File: config.mk
export PLATFORM = sky130hd
export DESIGN_NAME = serial_word_receiver
export DESIGN_NICKNAME = d
export VERILOG_FILES = /design/src/rtl/serial_word_receiver.sv
export SDC_FILE = /design/constraint.sdc
export NUM_CORES = 1
export LEC_CHECK = 0
export CORE_UTILIZATION = 56
export CTS_BUF_LIST = sky130_fd_sc_hd__clkbuf_4
export DETAILED_ROUTE_END_ITERATION = 8
export GPL_TIMING_DRIVEN = 0
export PLACE_DENSITY = 0.88
export SLEW_MARGIN = 20
export SYNTH_ARGS = -nofsm -noshare
export SYNTH_HDL_FRONTEND = slang
export SYNTH_SLANG_ARGS = --single-unit
File: constraint.sdc
create_clock -name clk -period 2.24 [get_ports clk]
set_input_delay 0.336 -clock clk [delete_from_list [all_inputs] [get_ports clk]]
set_output_delay 0.336 -clock clk [all_outputs]
set_load 0.02 [all_outputs]
File: src/rtl/serial_word_receiver.sv
// -----------------------------------------------------------------------------
// serial_word_receiver
//   Serial-in, parallel-out receiver. Collects one bit per cycle with
//   bit_valid=1 after a start strobe, assembles a WIDTH-bit word and offers it
//   downstream over a valid/ready handshake. Bits arriving while a completed
//   word is still pending are dropped and flagged on overrun.
//
// Parameters
//   WIDTH     : word length in bits (2..64)
//   MSB_FIRST : 1 = first received bit lands in data_out[WIDTH-1],
//               0 = first received bit lands in data_out[0]
//
// Ports
//   clk       in   rising-edge clock
//   reset     in   asynchronous active-low reset
//   start     in   frame start strobe (one-cycle pulse)
//   bit_in    in   serial data bit
//   bit_valid in   bit_in is valid this cycle
//   out_ready in   consumer accepts data_out this cycle
//   data_out  out  last completed word (registered)
//   out_valid out  data_out holds an unconsumed word (registered)
//   busy      out  a frame is in progress (registered)
//   overrun   out  one-cycle pulse: a bit was dropped (registered)
// -----------------------------------------------------------------------------
module serial_word_receiver #(
  parameter int unsigned WIDTH     = 32,
  parameter bit          MSB_FIRST = 1'b1
) (
  input  logic             clk,
  input  logic             reset,
  input  logic             start,
  input  logic             bit_in,
  input  logic             bit_valid,
  input  logic             out_ready,
  output logic [WIDTH-1:0] data_out,
  output logic             out_valid,
  output logic             busy,
  output logic             overrun
);

  // Counter must hold WIDTH itself so it never wraps inside a frame.
  localparam int unsigned CNT_W = $clog2(WIDTH) + 1;

  typedef enum logic [1:0] {
    ST_IDLE  = 2'd0,
    ST_SHIFT = 2'd1,
    ST_HOLD  = 2'd2
  } state_t;

  state_t             r_state;
  state_t             w_state_nxt;

  logic [WIDTH-1:0]   r_shift;
  logic [CNT_W-1:0]   r_cnt;
  logic [WIDTH-1:0]   r_data_out;
  logic               r_out_valid;
  logic               r_busy;
  logic               r_overrun;

  logic               w_last_bit;
  logic               w_frame_start;
  logic               w_take;
  logic               w_complete;
  logic [WIDTH-1:0]   w_shift_base;
  logic [CNT_W-1:0]   w_cnt_base;
  logic [WIDTH-1:0]   w_shifted;
  logic [WIDTH-1:0]   w_shift_nxt;
  logic [CNT_W-1:0]   w_cnt_nxt;
  logic [WIDTH-1:0]   w_data_nxt;
  logic               w_valid_nxt;
  logic               w_busy_nxt;
  logic               w_overrun_nxt;

  // A qualified bit this cycle is the final bit of the word.
  assign w_last_bit = bit_valid && (r_cnt == CNT_W'(WIDTH - 1));

  // State register.
  always_ff @(posedge clk or negedge reset) begin
    if (!reset) begin
      r_state <= ST_IDLE;
    end else begin
      r_state <= w_state_nxt;
    end
  end

  // Next-state logic.
  always_comb begin
    w_state_nxt = r_state;
    unique case (r_state)
      ST_IDLE:  if (start) w_state_nxt = ST_SHIFT;
      ST_SHIFT: if (!start && w_last_bit) w_state_nxt = ST_HOLD;
      ST_HOLD:  if (out_ready) w_state_nxt = start ? ST_SHIFT : ST_IDLE;
      default:  w_state_nxt = ST_IDLE;
    endcase
  end

  // Output and datapath next values.
  always_comb begin
    // start is honoured everywhere except in HOLD without a handshake.
    w_frame_start = start && ((r_state != ST_HOLD) || out_ready);
    w_shift_base  = w_frame_start ? '0 : r_shift;
    w_cnt_base    = w_frame_start ? '0 : r_cnt;
    w_take        = bit_valid && (w_frame_start || (r_state == ST_SHIFT));

    if (MSB_FIRST) begin
      w_shifted = {w_shift_base[WIDTH-2:0], bit_in};
    end else begin
      w_shifted = {bit_in, w_shift_base[WIDTH-1:1]};
    end

    w_shift_nxt   = w_take ? w_shifted : w_shift_base;
    w_cnt_nxt     = w_cnt_base + CNT_W'(w_take);
    // A restart wins over completion of the aborted frame.
    w_complete    = (r_state == ST_SHIFT) && !start && w_last_bit;
    w_data_nxt    = w_complete ? w_shifted : r_data_out;
    w_valid_nxt   = (w_state_nxt == ST_HOLD);
    w_busy_nxt    = (w_state_nxt == ST_SHIFT);
    w_overrun_nxt = (r_state == ST_HOLD) && !out_ready && bit_valid;
  end

  // Datapath and output registers.
  always_ff @(posedge clk or negedge reset) begin
    if (!reset) begin
      r_shift     <= '0;
      r_cnt       <= '0;
      r_data_out  <= '0;
      r_out_valid <= 1'b0;
      r_busy      <= 1'b0;
      r_overrun   <= 1'b0;
    end else begin
      r_shift     <= w_shift_nxt;
      r_cnt       <= w_cnt_nxt;
      r_data_out  <= w_data_nxt;
      r_out_valid <= w_valid_nxt;
      r_busy      <= w_busy_nxt;
      r_overrun   <= w_overrun_nxt;
    end
  end

  assign data_out  = r_data_out;
  assign out_valid = r_out_valid;
  assign busy      = r_busy;
  assign overrun   = r_overrun;

endmodule

==> impl_results.md <==
- GPL Wtd Cong: 0.754
- Synthesized area per cell: 10.9 µm²
- Reg area: 0.00185 mm²
- Final setup viols: 0
- Layout cell share with drive strength beyond 1: 0.118
- Largest net degree at the start of global routing: 51
- Clock transition at path regs: 0.12 ns
- Worst Hold Class: in2async
- Clock sinks: 74
- Most common cell on crit path: ha_1
- FMAX: 509 MHz
- Vias per cell: 5.23
- Yosys cell types: 24
- DP Cell Count: 391
- Clock root cell: clkbuf_4
- Via count: 2134
- Avg WL per Cell: 13.5 µm
- Initial Util: 0.591
- Ys Warns: 0
- N_diodes: 0
- Crit path kind: reg2reg
- Sequential area share after synthesis: 0.605
- First-pass GRT wire length: 9960 µm
- Worst vdd ir: 359 µV
- TritonCTS clock tree: done
- Crit-path cells: nand2b_1, a21oi_1, nor2_2, buf_4, ha_1, ha_1, nand3_1, xor2_1, nor2_1
- Cell Rows: 26
- Max Cap Viol: 0
- Vias in the first global route: 2220
- Outcome: finished, final reports clean
- P per Cell Area: 607 mW/mm²
- Clock buffer depth: 2
- Initial drt markers: 140
- Multi-input gate area: 983 µm²
- Fin crit share: 0.877
- Async set or reset register ratio after synthesis: 1.00
- Die Wd: 75.9 µm
- Top delay family on crit path: adder cells
- Pins Over Slew Limit: 0
- Slew HR: 0.503
- Critical path peak fanout: 10
- Skew-Pair Late Insertion Delay: 0.41 ns
- Top_reg_cell synth: dfrtp_1
- Initial antenna violation count: 0
- Most frequent cells in the layout: dfrtp_1 (74), clkdlybuf4s50_1 (39), inv_1 (33), nand3_1 (33)
- GRT Resource Usage Total: 0.222
- I/O Pins: 41
- Synth top area share: 0.605
- Sw frac: 0.231
- Cts bufs inserted: 9
- Mapped Cells: 280
- CP Data Required Time: 2.55 ns
- Input/output buffers: 40
- Arrival time worst endpoint: 2.27 ns
- Final Hold Fails: 0
- Worst-Margin Slew: 0.740 ns
- RSZ-0062 raised after global routing: false
- Dpl hpwl: 3730 µm
- H-tree levels: 3
- # fillers: 349
- Buffers and inverters on the worst path: 1
- Non-Filler Instances: 408
- Syn_nets: 288
- CP max stage delay: 0.43 ns
- Synthesized cell area: 0.00306 mm²
- Fin nets: 342
- Post-route minimum period: 1.96 ns
- Sequential power share: 0.602
- Cell taking the most area after synthesis: dfrtp_1
- Final antenna-violating net count: 0
- Final Total Pwr: 2260 µW
- Crit path max-delay cell type: dfrtp_1
- Core ar.: 0.00517 mm²
- Overflow after GRT: 0
- Leakage: 0.00183 µW
- DRT Wirelength: 5520 µm
- Main area contributors after synthesis: dfrtp_1 (61%), mux2i_1 (9.8%), nand3_1 (5.4%)
- Post-synth EDFFs: 0
- Placed cell area: 0.00357 mm²
- Die ar.: 0.00576 mm²
- Clk_skew: 0.0136 ns
- Synth Register Bits: 74
- Commonest non-fill, non-tap cell in the layout: dfrtp_1
- Internal: 1740 µW
- Sw power: 521 µW
- Combinational Power Share: 0.061
- CP Launch Type: flip-flop
- Finished Cell Area: 0.00372 mm²
- Remaining DRCs: 0
- Die H: 75.9 µm
- Pre-antenna DRT Iters: 4
- Worst setup EP type: flip-flop
- Clock power share: 0.338
- Area grow syn2layout: 21.7%
## power by group through the flow
stage               Sequential, µW  Combinational, µW  Clock (µW)
floorplan                     1380               72.0           0
global placement              1380                125           0
detailed placement            1380                134           0
CTS                           1360                136         781
global route                  1360                153         835
finish                        1360                138         763
## worst register-to-register path: stages (launching register included)
cell and delay (ns):
dfrtp_1 0.43, nand2b_1 0.15, a21oi_1 0.24, nor2_2 0.08
buf_4 0.20, ha_1 0.24, ha_1 0.21, nand3_1 0.10
xor2_1 0.15, nor2_1 0.05
## logic make-up (layout without fill, tap and decap cells)
logic type,after synthesis,in the layout,synth area share
XOR/XNOR,4,4,0.0115
buffers and inverters,49,107,0.0753
AND/OR/NAND/NOR,82,82,0.132
flip-flops,74,74,0.605
AO/OA/AOI/OAI,36,36,0.0589
adder cells (fa/ha/maj),2,2,0.00818
multiplexers,33,33,0.109
## flip-flops by register name (all words and copies together), names as in the netlist
name	cells
out_valid	1
busy	1
r_cnt	6
r_shift	31
data_out	32
r_state	2
overrun	1
## routing by layer
layer	wire length (µm)	up-vias	global-route usage
li1	-	1027	-
met1	2460	1049	0.288
met2	2710	44	0.355
met3	210	14	0.0542
met4	142	0	0.104
met5	0	-	0
## per-stage QoR
step                TNS [ns]  worst slack [ns]  utilization  hold slack (ns)
floorplan                  0             0.350            -           0.0404
global placement     -117.81             -1.58        0.686            0.486
detailed placement     -2.27            -0.369        0.691            0.260
CTS                        0            0.0426        0.716            0.346
global route               0            0.0830        0.720            0.356
finish                     0             0.276        0.720            0.351
## cells in the mapped netlist, types with 2 or more instances
cell / n
buf_4: 3
nor2_1: 6
o21ai_1: 2
or2_2: 2
buf_6: 3
dfrtp_1: 74
and2_1: 4
mux2i_1: 30
buf_2: 7
xor2_1: 2
ha_1: 2
o21ai_0: 33
clkbuf_2: 3
nand3_1: 33
mux2_2: 3
inv_1: 33
xnor2_1: 2
nand2_1: 32
## worst paths after layout
kind | from | to | slack, ns | depth (start not counted)
setup reg to reg | r_state[1]$_DFF_PN0_ | r_cnt[4]$_DFF_PN0_ | 0.28 | 9
setup / recovery | r_state[1]$_DFF_PN0_ | r_cnt[4]$_DFF_PN0_ | 0.28 | 9
hold reg to reg | r_shift[20]$_DFF_PN0_ | data_out[21]$_DFFE_PN0P_ | 0.51 | 2
hold / removal | reset | data_out[7]$_DFFE_PN0P_ | 0.35 | 2
max in group asynchronous | reset | r_state[1]$_DFF_PN0_ | 1.34 | 3
min in group clk | r_shift[20]$_DFF_PN0_ | data_out[21]$_DFFE_PN0P_ | 0.51 | 2
## area by class of cell
type / count / area share
tap: 70 / 0.0235
clock buffer: 10 / 0.0202
inverter: 33 / 0.0333
timing repair buffer: 44 / 0.121
multi-input combinational: 157 / 0.264
sequential: 74 / 0.497
clock inverter: 5 / 0.0124
buffer: 15 / 0.0279
## repair_timing
action,in CTS,in global routing
hold endpoints to repair,24,0
pin swaps,0,1
gates resized for setup,1,3
setup buffers,0,2
setup endpoints to repair,1,4
hold buffers,1,0
No activity file was read; power rests on OpenSTA's default activity.
